$ cat config.mk
export PLATFORM = sky130hd
export DESIGN_NAME = vga_sync_gen_flat
export DESIGN_NICKNAME = d
export VERILOG_FILES = /design/src/rtl/vga_sync_gen_if.sv /design/src/rtl/vga_sync_gen.sv /design/src/flat_wrapper.sv
export SDC_FILE = /design/constraint.sdc
export NUM_CORES = 1
export LEC_CHECK = 0
export BUFFER_PORTS_ARGS = -buffer_cell sky130_fd_sc_hd__buf_2
export CAP_MARGIN = 20
export CORE_ASPECT_RATIO = 0.6
export CORE_MARGIN = 3
export CORE_UTILIZATION = 49
export DETAILED_ROUTE_END_ITERATION = 16
export GPL_TIMING_DRIVEN = 0
export PLACE_DENSITY_LB_ADDON = 0.08
export SETUP_SLACK_MARGIN = 0.05
export SLEW_MARGIN = 15
export SYNTH_ARGS = -nofsm -noshare
export SYNTH_HDL_FRONTEND = slang
export SYNTH_SLANG_ARGS = --single-unit
$ cat constraint.sdc
create_clock -name clk -period 2.7 [get_ports clk]
set_input_delay 0.135 -clock clk [delete_from_list [all_inputs] [get_ports clk]]
set_output_delay 0.135 -clock clk [all_outputs]
set_load 0.05 [all_outputs]
$ cat src/rtl/vga_sync_gen_if.sv
// vga_sync_gen_if: timing outputs of the VGA sync generator (pixel enable, coordinates, syncs, strobes).
interface vga_sync_gen_if;
    logic       p_tick;
    logic [9:0] x_pos;
    logic [9:0] y_pos;
    logic       hsync;
    logic       vsync;
    logic       video_on;
    logic       line_start;
    logic       frame_start;
    modport master (output p_tick, x_pos, y_pos, hsync, vsync, video_on, line_start, frame_start);
    modport slave  (input  p_tick, x_pos, y_pos, hsync, vsync, video_on, line_start, frame_start);
endinterface

$ cat src/rtl/vga_sync_gen.sv
// vga_sync_gen: VGA timing generator with pixel-rate divider, h/v counters, registered syncs and strobes.
module vga_sync_gen #(
    parameter int CLK_DIV   = 2,
    parameter int H_DISPLAY = 640,
    parameter int H_FRONT   = 16,
    parameter int H_SYNC    = 96,
    parameter int H_BACK    = 48,
    parameter int V_DISPLAY = 480,
    parameter int V_FRONT   = 10,
    parameter int V_SYNC    = 2,
    parameter int V_BACK    = 33,
    parameter bit SYNC_POL  = 1'b0
) (
    input  logic           clk,
    input  logic           reset,
    vga_sync_gen_if.master vga
);
    localparam int H_TOTAL = H_DISPLAY + H_FRONT + H_SYNC + H_BACK;
    localparam int V_TOTAL = V_DISPLAY + V_FRONT + V_SYNC + V_BACK;
    localparam logic [3:0]  DIV_LAST = 4'(CLK_DIV - 1);
    localparam logic [9:0]  H_LAST   = 10'(H_TOTAL - 1);
    localparam logic [9:0]  V_LAST   = 10'(V_TOTAL - 1);
    localparam logic [10:0] H_VIS    = 11'(H_DISPLAY);
    localparam logic [10:0] HS_BEG   = 11'(H_DISPLAY + H_FRONT);
    localparam logic [10:0] HS_END   = 11'(H_DISPLAY + H_FRONT + H_SYNC);
    localparam logic [10:0] V_VIS    = 11'(V_DISPLAY);
    localparam logic [10:0] VS_BEG   = 11'(V_DISPLAY + V_FRONT);
    localparam logic [10:0] VS_END   = 11'(V_DISPLAY + V_FRONT + V_SYNC);
    if (H_TOTAL > 1024 || V_TOTAL > 1024 || CLK_DIV < 1 || CLK_DIV > 15) begin : g_param_err
        $error("vga_sync_gen: totals must fit 10-bit counters and CLK_DIV must be 1..15");
    end
    logic [3:0] div_cnt;
    logic [9:0] x_pos, y_pos, x_nxt, y_nxt;
    logic       p_tick, hsync, vsync, video_on;
    always_comb begin
        p_tick = (div_cnt == DIV_LAST) && !reset;
        x_nxt  = p_tick ? ((x_pos == H_LAST) ? '0 : x_pos + 10'd1) : x_pos;
        y_nxt  = (p_tick && x_pos == H_LAST) ? ((y_pos == V_LAST) ? '0 : y_pos + 10'd1) : y_pos;
    end
    // Syncs and video_on decode the next-state counters so they line up with x_pos/y_pos.
    always_ff @(posedge clk) begin
        if (reset) begin
            div_cnt  <= '0;
            x_pos    <= '0;
            y_pos    <= '0;
            hsync    <= ~SYNC_POL;
            vsync    <= ~SYNC_POL;
            video_on <= 1'b1;
        end else begin
            div_cnt  <= (div_cnt == DIV_LAST) ? '0 : div_cnt + 4'd1;
            x_pos    <= x_nxt;
            y_pos    <= y_nxt;
            hsync    <= ({1'b0, x_nxt} >= HS_BEG && {1'b0, x_nxt} < HS_END) ? SYNC_POL : ~SYNC_POL;
            vsync    <= ({1'b0, y_nxt} >= VS_BEG && {1'b0, y_nxt} < VS_END) ? SYNC_POL : ~SYNC_POL;
            video_on <= ({1'b0, x_nxt} < H_VIS) && ({1'b0, y_nxt} < V_VIS);
        end
    end
    assign vga.p_tick      = p_tick;
    assign vga.x_pos       = x_pos;
    assign vga.y_pos       = y_pos;
    assign vga.hsync       = hsync;
    assign vga.vsync       = vsync;
    assign vga.video_on    = video_on;
    assign vga.line_start  = p_tick && x_pos == '0;
    assign vga.frame_start = p_tick && x_pos == '0 && y_pos == '0;
endmodule
$ cat src/flat_wrapper.sv
// flat-port wrapper written by rule: the top's interface ports become plain ports
module vga_sync_gen_flat 
#(
    parameter int CLK_DIV   = 2,
    parameter int H_DISPLAY = 640,
    parameter int H_FRONT   = 16,
    parameter int H_SYNC    = 96,
    parameter int H_BACK    = 48,
    parameter int V_DISPLAY = 480,
    parameter int V_FRONT   = 10,
    parameter int V_SYNC    = 2,
    parameter int V_BACK    = 33,
    parameter bit SYNC_POL  = 1'b0
)
  (clk, reset, vga_p_tick, vga_x_pos, vga_y_pos, vga_hsync, vga_vsync, vga_video_on, vga_line_start, vga_frame_start);
  vga_sync_gen_if vga_i ();
  input  logic clk;
  input  logic reset;
  output wire logic [$bits(vga_i.p_tick)-1:0] vga_p_tick;
  output wire logic [$bits(vga_i.x_pos)-1:0] vga_x_pos;
  output wire logic [$bits(vga_i.y_pos)-1:0] vga_y_pos;
  output wire logic [$bits(vga_i.hsync)-1:0] vga_hsync;
  output wire logic [$bits(vga_i.vsync)-1:0] vga_vsync;
  output wire logic [$bits(vga_i.video_on)-1:0] vga_video_on;
  output wire logic [$bits(vga_i.line_start)-1:0] vga_line_start;
  output wire logic [$bits(vga_i.frame_start)-1:0] vga_frame_start;
  assign vga_p_tick = vga_i.p_tick;
  assign vga_x_pos = vga_i.x_pos;
  assign vga_y_pos = vga_i.y_pos;
  assign vga_hsync = vga_i.hsync;
  assign vga_vsync = vga_i.vsync;
  assign vga_video_on = vga_i.video_on;
  assign vga_line_start = vga_i.line_start;
  assign vga_frame_start = vga_i.frame_start;
  vga_sync_gen #(.CLK_DIV(CLK_DIV), .H_DISPLAY(H_DISPLAY), .H_FRONT(H_FRONT), .H_SYNC(H_SYNC), .H_BACK(H_BACK), .V_DISPLAY(V_DISPLAY), .V_FRONT(V_FRONT), .V_SYNC(V_SYNC), .V_BACK(V_BACK), .SYNC_POL(SYNC_POL)) u_core (.clk(clk), .reset(reset), .vga(vga_i));
endmodule
# == Word-level counts from Yosys, hierarchy flattened ==
# Index checks and enable logic that the tools add are counted.
# word_totals
register_bits,27
inputBits,2
# classes
add_sub_neg,3
order_cmp,6
n_eq_ne,3
n_mux,6
reduce_logical,11
# ops
op,count
$mux W10,4
$add A10 B1 Y10 const B,2
$eq A10 B10 Y1 const B,2
$logic_not A10 Y1,2
$lt A10 B10 Y1 const B,2
$lt A10 B9 Y1 const B,2
$ge A10 B10 Y1 const B,1
$ge A10 B9 Y1 const B,1
$logic_and A1 B1 Y1,7
$add A4 B1 Y4 const B,1
$eq A4 B1 Y1 const B,1
$mux W1,2
$reduce_or A2 Y1,1
$logic_not A1 Y1,1

# == Longest topological paths before layout ==
# depth
word_depth,7
mapped_depth,9
ltp_nobuf,8

# == Least setup slack after synthesis ==
# No wires, ideal clock.
# synth_timing
kind,flip-flop to flip-flop
startpoint,register u_core.x_pos[0] (netlist: u_core.vga.x_pos[0])
endpoint,register u_core.vsync (netlist: u_core.vga.vsync)
setup_ps,134
t_arrival_ps,2557
setup_slack_ps,9
path_stages_with_launch,8
n_path_buf,1
period_less_slack_ps,2691
path_cell_list,dfxtp_1 ha_1 nand4_1 or4_1 buf_2 o21bai_2 o2111ai_1 or4b_1
# synth_via
elab_chain_cells,6
word_cells_on_any_way,7
cone_classes,2 x order compare; 1 x eq/ne; 2 x mux; 2 x reduce/logical
# synth_lines
item,line,text
from (decl),vga_sync_gen.sv:33,"logic [9:0] x_pos, y_pos, x_nxt, y_nxt;"
from (signal assigned),vga_sync_gen.sv:51,x_pos <= x_nxt;
$eq A10 B10 Y1 (*),vga_sync_gen.sv:38,y_nxt = (p_tick && x_pos == H_LAST) ? ((y_pos == V_LAST) ? '0 : y_pos + 10'd1) : y_pos;
$logic_and A1 B1 Y1 (*),vga_sync_gen.sv:38,
$mux W10 (*),vga_sync_gen.sv:38,
$ge A10 B9 Y1 or $lt A10 B9 Y1 (tied branches),vga_sync_gen.sv:54,"vsync <= ({1'b0, y_nxt} >= VS_BEG && {1'b0, y_nxt} < VS_END) ? SYNC_POL : ~SYNC_POL;"
$logic_and A1 B1 Y1 (*),vga_sync_gen.sv:54,
$mux W1 (*),vga_sync_gen.sv:54,
to (signal assigned),vga_sync_gen.sv:47,vsync <= ~SYNC_POL;
to (signal assigned),vga_sync_gen.sv:54,
to (decl),vga_sync_gen.sv:34,"logic p_tick, hsync, vsync, video_on;"
# Every way passes the cells marked *; elsewhere a longest branch is shown, timed or not.
# A chain may end at the register's enable or synchronous reset.

# == Worst setup path in the final report ==
# layout_timing
startpoint,register u_core.div_cnt[1]
endpoint,register u_core.vsync (netlist: u_core.vga.vsync)
# layout_via
elab_chain_cells,7
word_cells_on_any_way,8
cone_classes,2 x order compare; 1 x eq/ne; 2 x mux; 3 x reduce/logical
# layout_lines
item,line,text
from (decl),vga_sync_gen.sv:32,logic [3:0] div_cnt;
from (signal assigned),vga_sync_gen.sv:50,div_cnt <= (div_cnt == DIV_LAST) ? '0 : div_cnt + 4'd1;
$eq A4 B1 Y1 (*),vga_sync_gen.sv:36,p_tick = (div_cnt == DIV_LAST) && !reset;
$logic_and A1 B1 Y1 (*),vga_sync_gen.sv:36,
$logic_and A1 B1 Y1 (*),vga_sync_gen.sv:38,
$mux W10 (*),vga_sync_gen.sv:38,
$ge A10 B9 Y1 or $lt A10 B9 Y1 (tied branches),vga_sync_gen.sv:54,
$logic_and A1 B1 Y1 (*),vga_sync_gen.sv:54,
$mux W1 (*),vga_sync_gen.sv:54,
# Marks and branches as above.

==> impl_summary.txt <==
----------------------------------------------------
[Outcome]
  Result of the run ... finished clean

[Power]
  Static leakage power ... 0.778 nW
  Power per unit of standard cell area ... 392 nW/um^2
  Sw Share ... 0.263
  Share of power burned in combinational logic ... 0.136
  Cell-internal power ... 0.547 mW
  Clock share of power ... 0.304
  Switching component of the power ... 0.195 mW
  Sequential group share of total power ... 0.561
  Peak VDD IR ... 0.246 mV

[Timing]
  Slew of the pin with the lowest slew margin ... 536 ps
  Unrepaired setup endpoints after global routing ... no
  Number of hold violations in the final report ... 0
  Post-route clock period utilization ... 0.957
  # setup viols final ... 0
  Worst slew slack as a fraction of its limit ... 0.643
  Fmax achieved ... 387 MHz
  Max Clock Skew ... 2.20 ps
  Post-Route Setup TNS ... 0 ps
  Shortest clock period the worst path allows after layout ... 2580 ps
  Count of final max-slew check failures ... 0

[Floorplanning]
  Area of the placeable core ... 2950 um^2
  Top Ports ... 28
  # rows ... 15
  Die H ... 49.7 um
  Width of the die ... 78.8 um
  Die outline area ... 3910 um^2
  Effective utilization at floorplan ... 0.529

[Setup path]
  Crit Path Max Fanout ... 6
  CP Data Arrival Time ... 2730 ps
  WS Path Type ... flip-flop to flip-flop
  CP required ... 2850 ps
  Launching element type of the critical path ... flip-flop
  Element type at the critical path end ... flip-flop

[Logic synthesis]
  Count of synthesis-stage warnings from yosys ... 0
  Count of different cell masters after synthesis ... 52
  Post-synthesis sequential area ratio ... 0.347
  Net Count, Synth ... 194
  Synthesized instance count ... 186
  Average cell area after synthesis ... 8.37 um^2
  Post-synth EDFFs ... 0
  Flip-flop and latch count after synthesis ... 27
  Top flip-flop cell by instance count after synthesis ... dfxtp_1
  Mapped cell area ... 1560 um^2
  FFs w/ async S/R, synth ... 0

[Clock network]
  Maximum root-to-sink buffer count ... 2
  CTS tree ... built
  Root buffer cell ... clkbuf_8
  Sink Count ... 27
  Clock Latency Late Sink ... 270 ps
  H-tree lvl count ... 1
  Number of buffers added by the clock tree synthesis step ... 3
  Register clock-pin slew on the reported worst setup and hold paths ... 90 ps

[Cells and area]
  Final Instance Area ... 1890 um^2
  Share of cells above drive strength 1 ... 0.263
  Commonest non-fill, non-tap cells in the layout ... 29 x buf_2, 22 x nor2_1, 22 x dfxtp_1
  Layout-stage area growth over the synthesis result ... 21.3%
  Count of inserted antenna diode cells ... 0
  Net count, final ... 233
  Number of non-filler instances in the completed layout ... 266
  Leading cell type in the layout, fill and taps excluded ... buf_2

[Drt]
  First-pass iteration count of the detailed router ... 4
  Vias per inst ... 5.84
  Detailed-route via count ... 1553
  Wire per inst ... 15.0 um
  Number of DRC violations after detailed routing ... 0
  Remaining number of nets flagged by the antenna check after routing ... 0
  Initial detailed-routing violation count ... 207
  Total wire length ... 3990 um

[Run]
  Total of max-cap violations ... 0

[Place]
  Final weighted congestion in routability-driven placement ... 0.998
  Cells after DPL ... 255
  Detailed placer's ending HPWL ... 2900 um
  Cell Area, Placed ... 1750 um^2
  Port buffer count ... 27

[Global route]
  Global-route total usage across every layer ... 0.205
  Gr ovfl total ... 0
  Number of global-route vias before repair ... 1295
  Wire length of the first global-routing pass ... 6310 um
  Initial antenna violation count ... 0
  Pin count of the biggest net entering global routing ... 15

[Min path]
  Class of the worst hold path ... input port to flip-flop

----------------------------------------------------
-- what timing repair did --
item                       4_1_cts  5_1_grt
pin swaps                        3        5
resized for setup                2       10
setup endpoints to repair        1        1
hold buffers                     0        0
setup buffers                    2        5
-- metrics by stage --
| step | util | hold WS, ps | worst slack, ps | power (mW) |
|---|---|---|---|---|
| detailed placement | 0.594 | 493 | -55.6 | 0.516 |
| global route | 0.641 | 447 | 52.2 | 0.782 |
| CTS | 0.617 | 415 | 82.8 | 0.742 |
| floorplan | - | 452 | 54.6 | 0.493 |
| finish | 0.641 | 410 | 117 | 0.741 |
| global placement | 0.594 | 471 | -4.20 | 0.511 |
-- layout make-up --
class,instances,area (um^2)
fillers,254,1060
multi-input cells,139,965
flip-flops and latches,27,547
repair buffers,34,188
plain buffers,13,66.3
well taps,42,52.6
clock buffers,4,45.0
inverters,7,26.3
-- kinds of logic (layout without fill, tap and decap cells) --
family                   after synthesis  count (layout)  synth area share
AND/OR/NAND/NOR                       84              84             0.304
flip-flops                            27              27             0.347
multiplexers                           3               3            0.0193
XOR/XNOR                              13              13            0.0731
AO/OA/AOI/OAI                         33              33             0.153
buffers and inverters                 20              58            0.0554
adder cells (fa/ha/maj)                6               6            0.0482
-- path summary, 6_finish.rpt --
check                         to  slack [ps]           startpoint  depth (start not counted)
max             u_core.vga.vsync         120    u_core.div_cnt[1]                          8
min          u_core.vga.y_pos[5]         410                reset                          3
max reg2reg     u_core.vga.vsync         120    u_core.div_cnt[1]                          8
min reg2reg  u_core.vga.x_pos[0]         510  u_core.vga.x_pos[0]                          2
-- layer usage --
metal	vias to the layer above	GRT usage	share of wire
met5	-	0	0
met4	0	0.0233	0.0020
met3	2	0.0566	0.087
met2	62	0.280	0.42
met1	741	0.320	0.49
li1	748	-	-
-- Yosys cell counts, drive strengths merged, types with 4 or more instances --
master | instances | area, um^2
o21ai | 5 | 25.0
xnor2 | 6 | 52.6
nor3 | 9 | 50.1
dfxtp | 27 | 541
nand3 | 8 | 40.0
ha | 6 | 75.1
clkbuf | 9 | 33.8
xor2 | 7 | 61.3
nor2 | 22 | 82.6
buf | 4 | 26.3
nor4 | 5 | 46.3
nand4 | 8 | 50.1
nand2 | 13 | 48.8
a21oi | 6 | 30.0
inv | 6 | 22.5
-- sequential cells by signal, summed over array words and instances, names as in the netlist --
| signal | count |
|---|---|
| u_core.vga.vsync | 1 |
| u_core.vga.video_on | 1 |
| u_core.vga.hsync | 1 |
| u_core.vga.x_pos | 10 |
| u_core.vga.y_pos | 10 |
| u_core.div_cnt | 4 |
-- worst max-delay path, cell delays in order, from the launching register on --
cell	delay, ps
dfxtp_2	330
inv_1	50
ha_2	160
or4b_4	470
or4_4	530
buf_6	150
o21bai_4	100
o2111ai_2	120
or4b_4	560
-- power groups by stage --
stage	registers (mW)	clock network, mW	logic, mW
after floorplan	0.432	0	0.0609
after detailed placement	0.425	0	0.0903
after global routing	0.417	0.258	0.108
after global placement	0.424	0	0.0872
final	0.416	0.225	0.101
after CTS	0.416	0.234	0.0910
Note: power is estimated with default switching activity, not from simulation.
